===== config.mk =====
export PLATFORM = sky130hd
export DESIGN_NAME = barret_3779_arbiter
export DESIGN_NICKNAME = d
export VERILOG_FILES = /design/src/rtl/barret_3779_pkg.sv /design/src/rtl/barret_pipe_3779.sv /design/src/rtl/barret_3779_arbiter.sv
export SDC_FILE = /design/constraint.sdc
export NUM_CORES = 1
export LEC_CHECK = 0
export ABC_AREA = 0
export ABC_CLOCK_PERIOD_IN_PS = 15600
export CAP_MARGIN = 10
export CELL_PAD_IN_SITES_DETAIL_PLACEMENT = 1
export CELL_PAD_IN_SITES_GLOBAL_PLACEMENT = 1
export CORE_UTILIZATION = 47
export DETAILED_ROUTE_END_ITERATION = 12
export PLACE_DENSITY = 0.87
export SLEW_MARGIN = 5
export SYNTH_ARGS = -nofsm -noshare
export SYNTH_HDL_FRONTEND = slang
export SYNTH_HIERARCHICAL = 1
export SYNTH_SLANG_ARGS = --single-unit
export TNS_END_PERCENT = 1

===== constraint.sdc =====
create_clock -name clk -period 15.6 [get_ports clk]
set_input_delay 1.56 -clock clk [delete_from_list [all_inputs] [get_ports clk]]
set_output_delay 1.56 -clock clk [all_outputs]
set_load 0.1 [all_outputs]

===== src/rtl/barret_3779_pkg.sv =====
// rtl/barret_3779_pkg.sv - constants, S1 payload type and final correction for the mod-3779 Barrett reducer
package barret_3779_pkg;

  localparam int Q        = 3779;
  localparam int MU       = 4439;
  localparam int DIN_W    = 23;
  localparam int DOUT_W   = 12;
  localparam int QV_SHIFT = 11;
  localparam int T_SHIFT  = 13;

  // Derived widths: qv = din >> 11 fits 12 bits, qv*MU fits 25 bits, the
  // quotient estimate t fits 12 bits, and the raw remainder r < 3*Q fits 14 bits.
  localparam int QV_W     = DIN_W - QV_SHIFT;
  localparam int QH_W     = 25;
  localparam int T_W      = QH_W - T_SHIFT;
  localparam int R_W      = 14;

  // Sideband ID storage is sized for the largest supported requester count (8).
  localparam int ID_MAX_W = 3;

  typedef struct packed {
    logic                valid;
    logic [ID_MAX_W-1:0] id;
    logic [DIN_W-1:0]    din;
    logic [QH_W-1:0]     qh;
  } s1_payload_t;

  // The estimate t undershoots the true quotient by at most 2, so two
  // conditional subtractions always land in 0..Q-1.
  function automatic logic [DOUT_W-1:0] final_correct(input logic [R_W-1:0] r);
    logic [R_W-1:0] v;
    v = r;
    if (v >= R_W'(Q)) v = v - R_W'(Q);
    if (v >= R_W'(Q)) v = v - R_W'(Q);
    return v[DOUT_W-1:0];
  endfunction

endpackage


===== src/rtl/barret_pipe_3779.sv =====
// rtl/barret_pipe_3779.sv - two-stage Barrett reducer mod 3779 with enable and valid/id sideband
module barret_pipe_3779
  import barret_3779_pkg::*;
#(
  parameter int ID_W = 2
) (
  input  logic              clk,
  input  logic              rst,
  input  logic              en,
  input  logic              in_valid,
  input  logic [ID_W-1:0]   in_id,
  input  logic [DIN_W-1:0]  in_din,
  output logic              out_valid,
  output logic [ID_W-1:0]   out_id,
  output logic [DOUT_W-1:0] out_data
);

  s1_payload_t         s1;
  logic [QV_W-1:0]     qv;
  logic [QH_W-1:0]     qh_next;
  logic [T_W-1:0]      t;
  logic [DIN_W-1:0]    tq;
  logic [R_W-1:0]      r;
  logic [DOUT_W-1:0]   residue;
  logic                s2_valid;
  logic [ID_MAX_W-1:0] s2_id;
  logic [DOUT_W-1:0]   s2_data;

  assign qv      = in_din[DIN_W-1:QV_SHIFT];
  assign qh_next = QH_W'(qv) * QH_W'(MU);

  // t*Q never exceeds din, so the difference is non-negative and below 3*Q.
  assign t       = s1.qh[QH_W-1:T_SHIFT];
  assign tq      = DIN_W'(t) * DIN_W'(Q);
  assign r       = R_W'(s1.din - tq);
  assign residue = final_correct(r);

  // Stage 1: capture operand and the scaled quotient product; holds when en is low.
  always_ff @(posedge clk) begin
    if (rst) begin
      s1 <= '0;
    end else if (en) begin
      s1.valid <= in_valid;
      s1.id    <= ID_MAX_W'(in_id);
      s1.din   <= in_din;
      s1.qh    <= qh_next;
    end
  end

  // Stage 2: capture the corrected residue; these registers drive the response channel.
  always_ff @(posedge clk) begin
    if (rst) begin
      s2_valid <= 1'b0;
      s2_id    <= '0;
      s2_data  <= '0;
    end else if (en) begin
      s2_valid <= s1.valid;
      s2_id    <= s1.id;
      s2_data  <= residue;
    end
  end

  assign out_valid = s2_valid;
  assign out_id    = ID_W'(s2_id);
  assign out_data  = s2_data;

endmodule


===== src/rtl/barret_3779_arbiter.sv =====
// rtl/barret_3779_arbiter.sv - round-robin arbiter over one mod-3779 reducer; BARRET_ARB_FIXED_PRIO_EN selects fixed priority
module barret_3779_arbiter
  import barret_3779_pkg::*;
#(
  parameter int NUM_REQ = 4,
  parameter int ID_W    = 2
) (
  input  logic                     clk,
  input  logic                     rst,
  input  logic [NUM_REQ-1:0]       req_valid,
  output logic [NUM_REQ-1:0]       req_ready,
  input  logic [NUM_REQ*DIN_W-1:0] req_data,
  output logic                     rsp_valid,
  input  logic                     rsp_ready,
  output logic [ID_W-1:0]          rsp_id,
  output logic [DOUT_W-1:0]        rsp_data
);

  logic               adv;
  logic               accept;
  logic               found;
  logic [NUM_REQ-1:0] grant;
  logic [ID_W-1:0]    sel;
  logic [DIN_W-1:0]   sel_din;

  // The whole pipeline moves only when the output slot is free or being drained.
  assign adv       = !(rsp_valid && !rsp_ready);
  assign req_ready = (adv && !rst) ? grant : '0;
  assign accept    = |req_ready;
  assign sel_din   = req_data[DIN_W*sel +: DIN_W];

`ifdef BARRET_ARB_FIXED_PRIO_EN

  // Fixed priority: lowest-indexed valid requester wins.
  always_comb begin
    grant = '0;
    sel   = '0;
    found = 1'b0;
    for (int i = 0; i < NUM_REQ; i++) begin
      if (!found && req_valid[i]) begin
        found    = 1'b1;
        grant[i] = 1'b1;
        sel      = ID_W'(i);
      end
    end
  end

`else

  logic [ID_W-1:0] ptr;
  int              idx;

  // Round-robin: scan upward from ptr, wrapping at NUM_REQ, first valid wins.
  always_comb begin
    grant = '0;
    sel   = '0;
    found = 1'b0;
    idx   = 0;
    for (int i = 0; i < NUM_REQ; i++) begin
      idx = int'(ptr) + i;
      if (idx >= NUM_REQ) idx = idx - NUM_REQ;
      if (!found && req_valid[idx]) begin
        found      = 1'b1;
        grant[idx] = 1'b1;
        sel        = ID_W'(idx);
      end
    end
  end

  // Pointer moves past the requester just served; holds when nothing is accepted.
  always_ff @(posedge clk) begin
    if (rst) begin
      ptr <= '0;
    end else if (accept) begin
      ptr <= (sel == ID_W'(NUM_REQ-1)) ? '0 : sel + 1'b1;
    end
  end

`endif

  barret_pipe_3779 #(
    .ID_W (ID_W)
  ) u_pipe (
    .clk       (clk),
    .rst       (rst),
    .en        (adv),
    .in_valid  (accept),
    .in_id     (sel),
    .in_din    (sel_din),
    .out_valid (rsp_valid),
    .out_id    (rsp_id),
    .out_data  (rsp_data)
  );

endmodule


Word-level counts from Yosys, hierarchy flattened --
Index checks and enable logic that the tools add are counted.
Cells by class: $add $sub $neg 11, $mul 3, magnitude comparators 14, equal/unequal tests 1, shift operators 1, muxes and demuxes 39, bitwise logic cells 3, reductions and logical operators 16
Operators by type and width (count):
- 32-bit by 1-bit >= comparator with 1-bit output, second input constant | 4
- 32-bit by 4-bit < comparator with 1-bit output, second input constant | 4
- 32-bit two-way mux | 4
- 92-bit by 8-bit indexed part select with 23-bit output | 1
- 14-bit by 12-bit >= comparator with 1-bit output, second input constant | 2
- 12-bit by 13-bit multiplier with 25-bit output, second input constant | 1
- 4-bit two-way mux | 5
- 1-bit two-way mux | 15
- 12-bit by 12-bit multiplier with 14-bit output, second input constant | 1
- 14-bit two-way mux | 1
- 14-bit by 12-bit subtractor with 14-bit output, second input constant | 1
- 14-bit subtractor | 1
- 12-bit two-way mux | 1
- 4-bit OR | 3
- 12-bit subtractor, second input constant | 1
- 3-bit by 3-bit subtractor with 4-bit output, second input constant | 3
- 2-bit two-way mux | 5
- 3-bit >= comparator, second input constant | 3
- 1-bit logical AND | 9
- 1-bit binary-select mux with 2-bit select | 4
- 1-bit demux with 2-bit select | 4
- 5-bit by 2-bit multiplier with 7-bit output, first input constant | 1
- 2-bit by 2-bit adder with 3-bit output, second input constant | 2
- 1-bit logical NOT | 6
- other kinds (6) | 6
Word-level totals: register bits after elaboration 59, input port bits 99, logic and storage cells 96

Logic depth before layout (Yosys ltp) --
Gate-level depths: netlist of run 1.
depth in word-level cells 18, mapped depth 31, depth with buffers taken out 26

Modules after synthesis --
Netlist of run 1, hierarchy kept.
By module, submodules not included:
- barret_pipe_3779 | instances 1, cells each 791, area each 7199.4 um2, seq. area each 880.8 um2
- barret_3779_arbiter | instances 1, cells each 157, area each 1350.0 um2, seq. area each 40.0 um2

Worst setup path after synthesis of run 1 --
Ideal clock, no wire load.
path type input -> register, start point input req_valid[0], end point register u_pipe/s1[23] (netlist name), arrival time 8.307 ns, data required time 15.494 ns, slack 7.187 ns, cell stages on the path 25, path through buf_2 -> or3b_1 -> a2111o_1 -> a32o_1 -> buf_6 -> buf_12 -> buf_6 -> mux2i_1 -> mux2i_1 -> fa_1 -> inv_1 -> fa_1 -> fa_1 -> inv_1 -> fa_1 -> fa_1 -> ha_1 -> a21o_1 -> a21oi_1 -> o21a_1 -> o211ai_1 -> and3_1 -> o311a_1 -> or4_1 -> o311ai_0
Between the ends: word-level cells in the longest chain between the ends 16
Ends and longest elaborated chain:
- start, declared | line barret_3779_arbiter.sv:10 | input logic [NUM_REQ-1:0] req_valid,
- 1-bit binary-select mux with 2-bit select | line barret_3779_arbiter.sv:62 | if (!found && req_valid[idx]) begin
- 1-bit two-way mux (implied by the code) (2 in a row) | line barret_3779_arbiter.sv:62
- 1-bit two-way mux | line barret_3779_arbiter.sv:62
- 1-bit logical NOT | line barret_3779_arbiter.sv:62
- 1-bit logical AND | line barret_3779_arbiter.sv:62
- 1-bit two-way mux | line barret_3779_arbiter.sv:62
- 1-bit logical NOT | line barret_3779_arbiter.sv:62
- 1-bit logical AND | line barret_3779_arbiter.sv:62
- 1-bit two-way mux | line barret_3779_arbiter.sv:62
- 1-bit logical NOT | line barret_3779_arbiter.sv:62
- 1-bit logical AND | line barret_3779_arbiter.sv:62
- 2-bit two-way mux (*) | line barret_3779_arbiter.sv:62
- 5-bit by 2-bit multiplier with 7-bit output (*) | line barret_3779_arbiter.sv:30 | assign sel_din = req_data[DIN_W*sel +: DIN_W];
- 92-bit by 8-bit indexed part select with 23-bit output (*) | line barret_3779_arbiter.sv:30
- named net sel_din[21] | line barret_3779_arbiter.sv:24 | logic [DIN_W-1:0] sel_din;
- 12-bit by 13-bit multiplier with 25-bit output (*) | line barret_pipe_3779.sv:30 | assign qh_next = QH_W'(qv) * QH_W'(MU);
- end, declared | line barret_pipe_3779.sv:18 | s1_payload_t s1;
The timed path passes the listed nets; every way through them passes the cells marked *. The select of a mux whose other input is x is not followed. A chain may end at the register's enable or synchronous reset.

Worst setup path after layout of run 1 --
start point input req_valid[2], end point register u_pipe/s1[23] (netlist name)
The elaborated chain is that of the path after synthesis.

==> flow_summary.toml, run 1 <==
[status]
status = "completed"

[timing]
worstMarginPinSlew_ns = 0.987
setup-tns-final_ns = 0
maxSlewViolCount = 0
finClkSkew_ns = 0.0128
setup_ws_ns = 6.08
hold_viol = 0
rsz0062_at_grt = "no"
timing.final.crit_share = 0.610
clock.fmax_ghz = 0.105
maxSlewHeadroom = 0.340
finalCriticalPeriod_ns = 9.52
setup_viol = 0

[die]
dieArea_um2 = 18700
die_w_um = 137
num_rows = 48
core_um2 = 17500
die_y_um = 137
start_util = 0.488
io_pins = 118

[finish]
n_antenna_cell = 0
syn_to_final_growth_pct = 16.9
final_util = 0.570
finalNetCount = 1342
layout_common_cells = "inv_1 (144), ha_1 (134), clkdlybuf4s50_1 (116)"
layout-drive-gt1-share = 0.0481
stdcell_area_um2 = 9990
multiInputGateArea_um2 = 6860
final_common_cell = "inv_1"
nFillCells = 2019
regArea_um2 = 921

[setup_path]
cp_cell_sequence = "clkdlybuf4s50_1 > or3b_1 > a2111o_1 > a32o_2 > buf_4 > mux2i_1 > mux2i_1 > fa_1 > inv_1 > fa_1 > fa_1 > inv_1 > fa_1 > fa_1 > ha_1 > a21o_1 > a21oi_1 > o21a_1 > o211ai_1 > and3_1 > o311a_1 > or4_1 > o311ai_0"
crit_type = "in2reg"
reg2reg_from = "ptr[0]"
startpoint_type = "primary input"
end_kind = "flip-flop"
regToRegSetupSlack_ns = 6.55
cpPeakStageDelay_ns = 0.70
cp.arrival_ns = 9.70
cp_slowest_cell = "mux2i_1"
path_max_fanout = 48
r2r_end = "u_pipe/s1[23]"
critPathMostFrequentCell = "fa_1"
reg2reg_depth = 24
crit_required_ns = 15.79

[route]
detail-route-antenna-nets = 0
first_iter_violations = 197
drc = 0
route.detailed.wl_per_inst_um = 19.9
vias = 7280
first_pass_iters = 5
wirelength_mm = 25.2
post_drt_via_cell_ratio = 5.76

[min_path]
min_to = "u_pipe/out_data[5]"
hold_depth = 2
worstHoldStart = "u_pipe/out_data[5]"
hold_path.class = "reg2reg"

[grt]
grt_max_degree = 63
grt_pass1_wl_mm = 39.5
track_usage = 0.273
met1_usage = 0.300
grt_pass1_vias = 7888
antenna_found_initial = 0
met2_usage = 0.522
grt-busiest-layer = "met2"
use_met3 = 0.0259
grt.overflow.total = 0

[cts]
clk_path_buf_depth = 2
clkLatencyLatePin_ns = 0.30
cts.repair.resized = 0
cts_tree = "yes"
htree_levels = 2
clock_sinks = 46
cts_root_buf = "clkbuf_16"
cts_setup_buffers = 0
clk_pin_slew_ns = 0.07
ctsHoldBuffers = 0
cts-buffers-inserted = 5

[flow_run]
drv_cap = 0

[placed_design]
dp_hpwl_mm = 20.9
dpl_worst_slack_ns = 5.86
gp_congestion = 0.837
port_buffers = 117
placed_area_um2 = 9820

[yosys]
synth_nets = 1252
yosysSeqAreaShare = 0.108
ys_ff_latch = 46
synth_ff_type = "dfxtp_1"
postSynthCellCount = 948
syn_area_per_cell_um2 = 9.02
syn_area_um2 = 8550
yosys_warnings = 6
synthArstFlopShare = 0
synth_edf_count = 0
synth_cell_types = 85
[flip-flops by register name, indices dropped and copies added, names as in the netlist]
register / cells
u_pipe/s2_id: 2
u_pipe/s1: 29
u_pipe/out_data: 12
u_pipe/out_valid: 1
ptr: 2
[cell type report]
| type | count | share of cell area |
|---|---|---|
| inverter | 144 | 0.0541 |
| timing repair buffer | 124 | 0.122 |
| sequential | 46 | 0.0922 |
| multi-input combinational | 717 | 0.686 |
| clock buffer | 5 | 0.0125 |
| tap | 225 | 0.0282 |
| clock inverter | 3 | 0.00488 |
[through the flow]
| step | std cells | hold WS [ns] |
|---|---|---|
| floorplan | 948 | 0.460 |
| global route | 1264 | 0.531 |
| global placement | 1256 | 0.476 |
| finish | 1264 | 0.490 |
| detailed placement | 1256 | 0.483 |
| CTS | 1264 | 0.495 |
[worst max-delay path by stage]
stage,cells after the start,to,slack (ns),from
finish,23,u_pipe/s1[23],6.08,req_valid[2]
global route,23,u_pipe/s1[23],5.84,req_valid[2]
CTS,23,u_pipe/s1[23],6.13,req_valid[2]
detailed placement,23,u_pipe/s1[23],5.86,req_valid[2]
global placement,23,u_pipe/s1[23],6.29,req_valid[2]
floorplan,25,u_pipe/s1[23],7.19,req_valid[0]
[per-layer routing]
layer  share of wire  vias up  routed length, um
met4           0.047        0               1170
met2            0.54      140              13700
met3           0.021       75                529
met5               0        -                  0
li1                -     3448                  -
met1            0.39     3617               9750
[Yosys cell counts, drive strengths merged, types with 7 or more instances]
master / n / area share
mux2i: 102 / 0.12
and3: 8 / 0.0059
ha: 134 / 0.20
a21oi: 22 / 0.016
o21ai: 17 / 0.010
a21o: 9 / 0.0079
a31oi: 8 / 0.0059
o211ai: 8 / 0.0092
clkbuf: 13 / 0.0057
nor2: 79 / 0.035
inv: 144 / 0.063
nand2: 44 / 0.019
xor2: 16 / 0.017
buf: 28 / 0.024
xnor2: 27 / 0.029
dfxtp: 46 / 0.11
nor3: 13 / 0.0082
fa: 71 / 0.17
nand2b: 10 / 0.0073
or3: 9 / 0.0072
a311oi: 8 / 0.0097
o21a: 7 / 0.0061
nand3: 17 / 0.011
a211oi: 11 / 0.012
[cell families (layout without fill, tap and decap cells)]
| kind of cell | count (synthesis) | after routing | synth area share |
|---|---|---|---|
| DFF | 46 | 46 | 0.108 |
| and+or+nand+nor | 218 | 218 | 0.128 |
| xor gates and xnor gates | 43 | 43 | 0.0458 |
| AOI/OAI and AO/OA | 143 | 143 | 0.134 |
| adders and majority gates | 205 | 205 | 0.362 |
| buffers and inverters | 185 | 276 | 0.0928 |
| muxes | 108 | 108 | 0.129 |
[critical path, delay by kind of cell]
kind	cells	cell delay, ns
fa+ha+maj	6	2.92
compound gates	8	1.97
buf+inv	4	1.17
simple gates	3	1.10
mux	2	0.92
Power of run 1 is not shown: default switching activity piles up to over one toggle a cycle in this logic, so the estimate is an artifact.
==> run 2: changes to the inputs <==
--- a/config.mk
+++ b/config.mk
@@ -6,13 +6,13 @@
 export NUM_CORES = 1
 export LEC_CHECK = 0
 export ABC_AREA = 0
-export ABC_CLOCK_PERIOD_IN_PS = 15600
+export ABC_CLOCK_PERIOD_IN_PS = 9730
 export CAP_MARGIN = 10
 export CELL_PAD_IN_SITES_DETAIL_PLACEMENT = 1
 export CELL_PAD_IN_SITES_GLOBAL_PLACEMENT = 1
-export CORE_UTILIZATION = 47
+export CORE_UTILIZATION = 44
 export DETAILED_ROUTE_END_ITERATION = 12
-export PLACE_DENSITY = 0.87
+export PLACE_DENSITY = 0.82
 export SLEW_MARGIN = 5
 export SYNTH_ARGS = -nofsm -noshare
 export SYNTH_HDL_FRONTEND = slang
==> constraint.sdc (replaced) <==
create_clock -name clk -period 9.73 [get_ports clk]
set_input_delay 0.973 -clock clk [delete_from_list [all_inputs] [get_ports clk]]
set_output_delay 0.973 -clock clk [all_outputs]
set_load 0.1 [all_outputs]
==> run 2 against run 1 <==
  * Non-clock buffer count rose by 3
  * Worst setup slack got worse by 5.1 ns
  * Die area rose by 6.7%
  * Worst hold slack got worse by 0.0048 ns
  * Wire length fell by 1.8%
  * Final cell count rose by 3.0%
  * Clock skew fell by 0.0025 ns
==> flow_summary.toml, run 2 (synthesized netlist as in run 1, its figures left out) <==
[cts]
cts_root_buf = "clkbuf_16"
clock_sinks = 46
clk_pin_slew_ns = 0.07
cts.repair.resized = 0
cts-buffers-inserted = 5
clkLatencyLatePin_ns = 0.30
ctsHoldBuffers = 0
cts_tree = "yes"
clk_path_buf_depth = 2
cts_setup_buffers = 0
htree_levels = 2

[grt]
grt.overflow.total = 0
grt_pass1_vias = 7568
grt_max_degree = 63
track_usage = 0.250
grt_pass1_wl_mm = 39.1
antenna_found_initial = 0

[placed_design]
gp_congestion = 0.865
port_buffers = 117
dp_hpwl_mm = 20.8

[timing]
finClkSkew_ns = 0.0103
maxSlewHeadroom = 0.323
finalCriticalPeriod_ns = 8.80
setup_viol = 0
hold-worst-slack_ns = 0.486
rsz0062_at_grt = "no"
timing.final.crit_share = 0.904
setup-tns-final_ns = 0
maxSlewViolCount = 0
clock.fmax_ghz = 0.114
hold_viol = 0
worstMarginPinSlew_ns = 1.02

[finish]
nFillCells = 2232
n_antenna_cell = 0
regMostFlops = "u_pipe/s1"
layout-drive-gt1-share = 0.0509
layout_common_cells = "inv_1 (144), ha_1 (134), clkdlybuf4s50_1 (116)"
final_common_cell = "inv_1"
syn_to_final_growth_pct = 17.6
largest_reg_flops = 29
finalNetCount = 1345

[die]
num_rows = 50
die_y_um = 141
die_w_um = 141
io_pins = 118
start_util = 0.453
dieArea_um2 = 20000
core_um2 = 18900

[route]
route.detailed.wl_per_inst_um = 19.0
post_drt_via_cell_ratio = 5.44
drc = 0
detail-route-antenna-nets = 0
wirelength_mm = 24.7
first_iter_violations = 216
first_pass_iters = 5
vias = 7087

[setup_path]
end_kind = "flip-flop"
crit_required_ns = 9.93
startpoint_type = "flip-flop"
cp.arrival_ns = 8.99
crit_start = "ptr[0]"
path_max_fanout = 25
reg2reg_from = "ptr[0]"
crit_type = "reg2reg"

[min_path]
worstHoldStart = "u_pipe/out_data[2]"
hold_path.class = "reg2reg"

[flow_run]
drv_cap = 0

[status]
status = "completed"
==> run 2: cell count changes in the layout (fill, tap and decap cells not counted), sizes merged <==
| cell | before | now |
|---|---|---|
| buf | 8 | 11 |
==> run 2: per-layer routing <==
| metal | up-vias | GRT usage | share of wire |
|---|---|---|---|
| met3 | 60 | 0.0267 | 0.017 |
| met4 | 0 | 0.120 | 0.049 |
| met1 | 3472 | 0.277 | 0.40 |
| li1 | 3440 | - | - |
| met2 | 115 | 0.477 | 0.54 |
| met5 | - | 0 | 0 |
==> run 2: final cells by class <==
| class | count | area (um2) | share of cell area |
|---|---|---|---|
| flip-flops and latches | 46 | 921 | 0.0916 |
| well taps | 260 | 325 | 0.0323 |
| clock inverters | 3 | 48.8 | 0.00485 |
| repair buffers | 127 | 1240 | 0.123 |
| inverters | 144 | 541 | 0.0537 |
| clock buffers | 5 | 125 | 0.0124 |
| multi-input cells | 717 | 6860 | 0.682 |
==> run 2: path summary, 6_finish.rpt <==
check	to	depth (start not counted)	slack, ns
setup / recovery	u_pipe/s1[23]	23	0.93
hold / removal	u_pipe/out_data[2]	2	0.49
setup reg to reg	u_pipe/s1[23]	23	0.93
hold reg to reg	u_pipe/out_data[2]	2	0.49
==> run 2: stage by stage <==
stage	instance area, um2	util	instances	setup slack (ns)
final	10100	0.532	1302	0.935
after CTS	10100	0.532	1301	0.941
after global routing	10100	0.532	1302	0.550
after floorplan	8550	-	948	1.86
after detailed placement	9880	0.523	1293	0.769
after global placement	9880	0.523	1293	1.32
==> run 2: worst max-delay path, cell delays in order (launching register included) <==
cell	delay, ns
dfxtp_1	0.66
inv_1	0.28
ha_1	0.47
or3b_1	0.40
a2111o_1	0.43
a32o_2	0.54
mux2i_1	0.23
mux2i_1	0.54
fa_1	0.50
inv_1	0.09
fa_1	0.50
fa_1	0.63
inv_1	0.09
fa_1	0.52
fa_1	0.50
ha_1	0.33
a21o_1	0.19
a21oi_1	0.17
o21a_1	0.26
o211ai_1	0.18
and3_1	0.22
o311a_1	0.37
or4_1	0.46
o311ai_0	0.09
Power of run 2 is left out for the same reason.
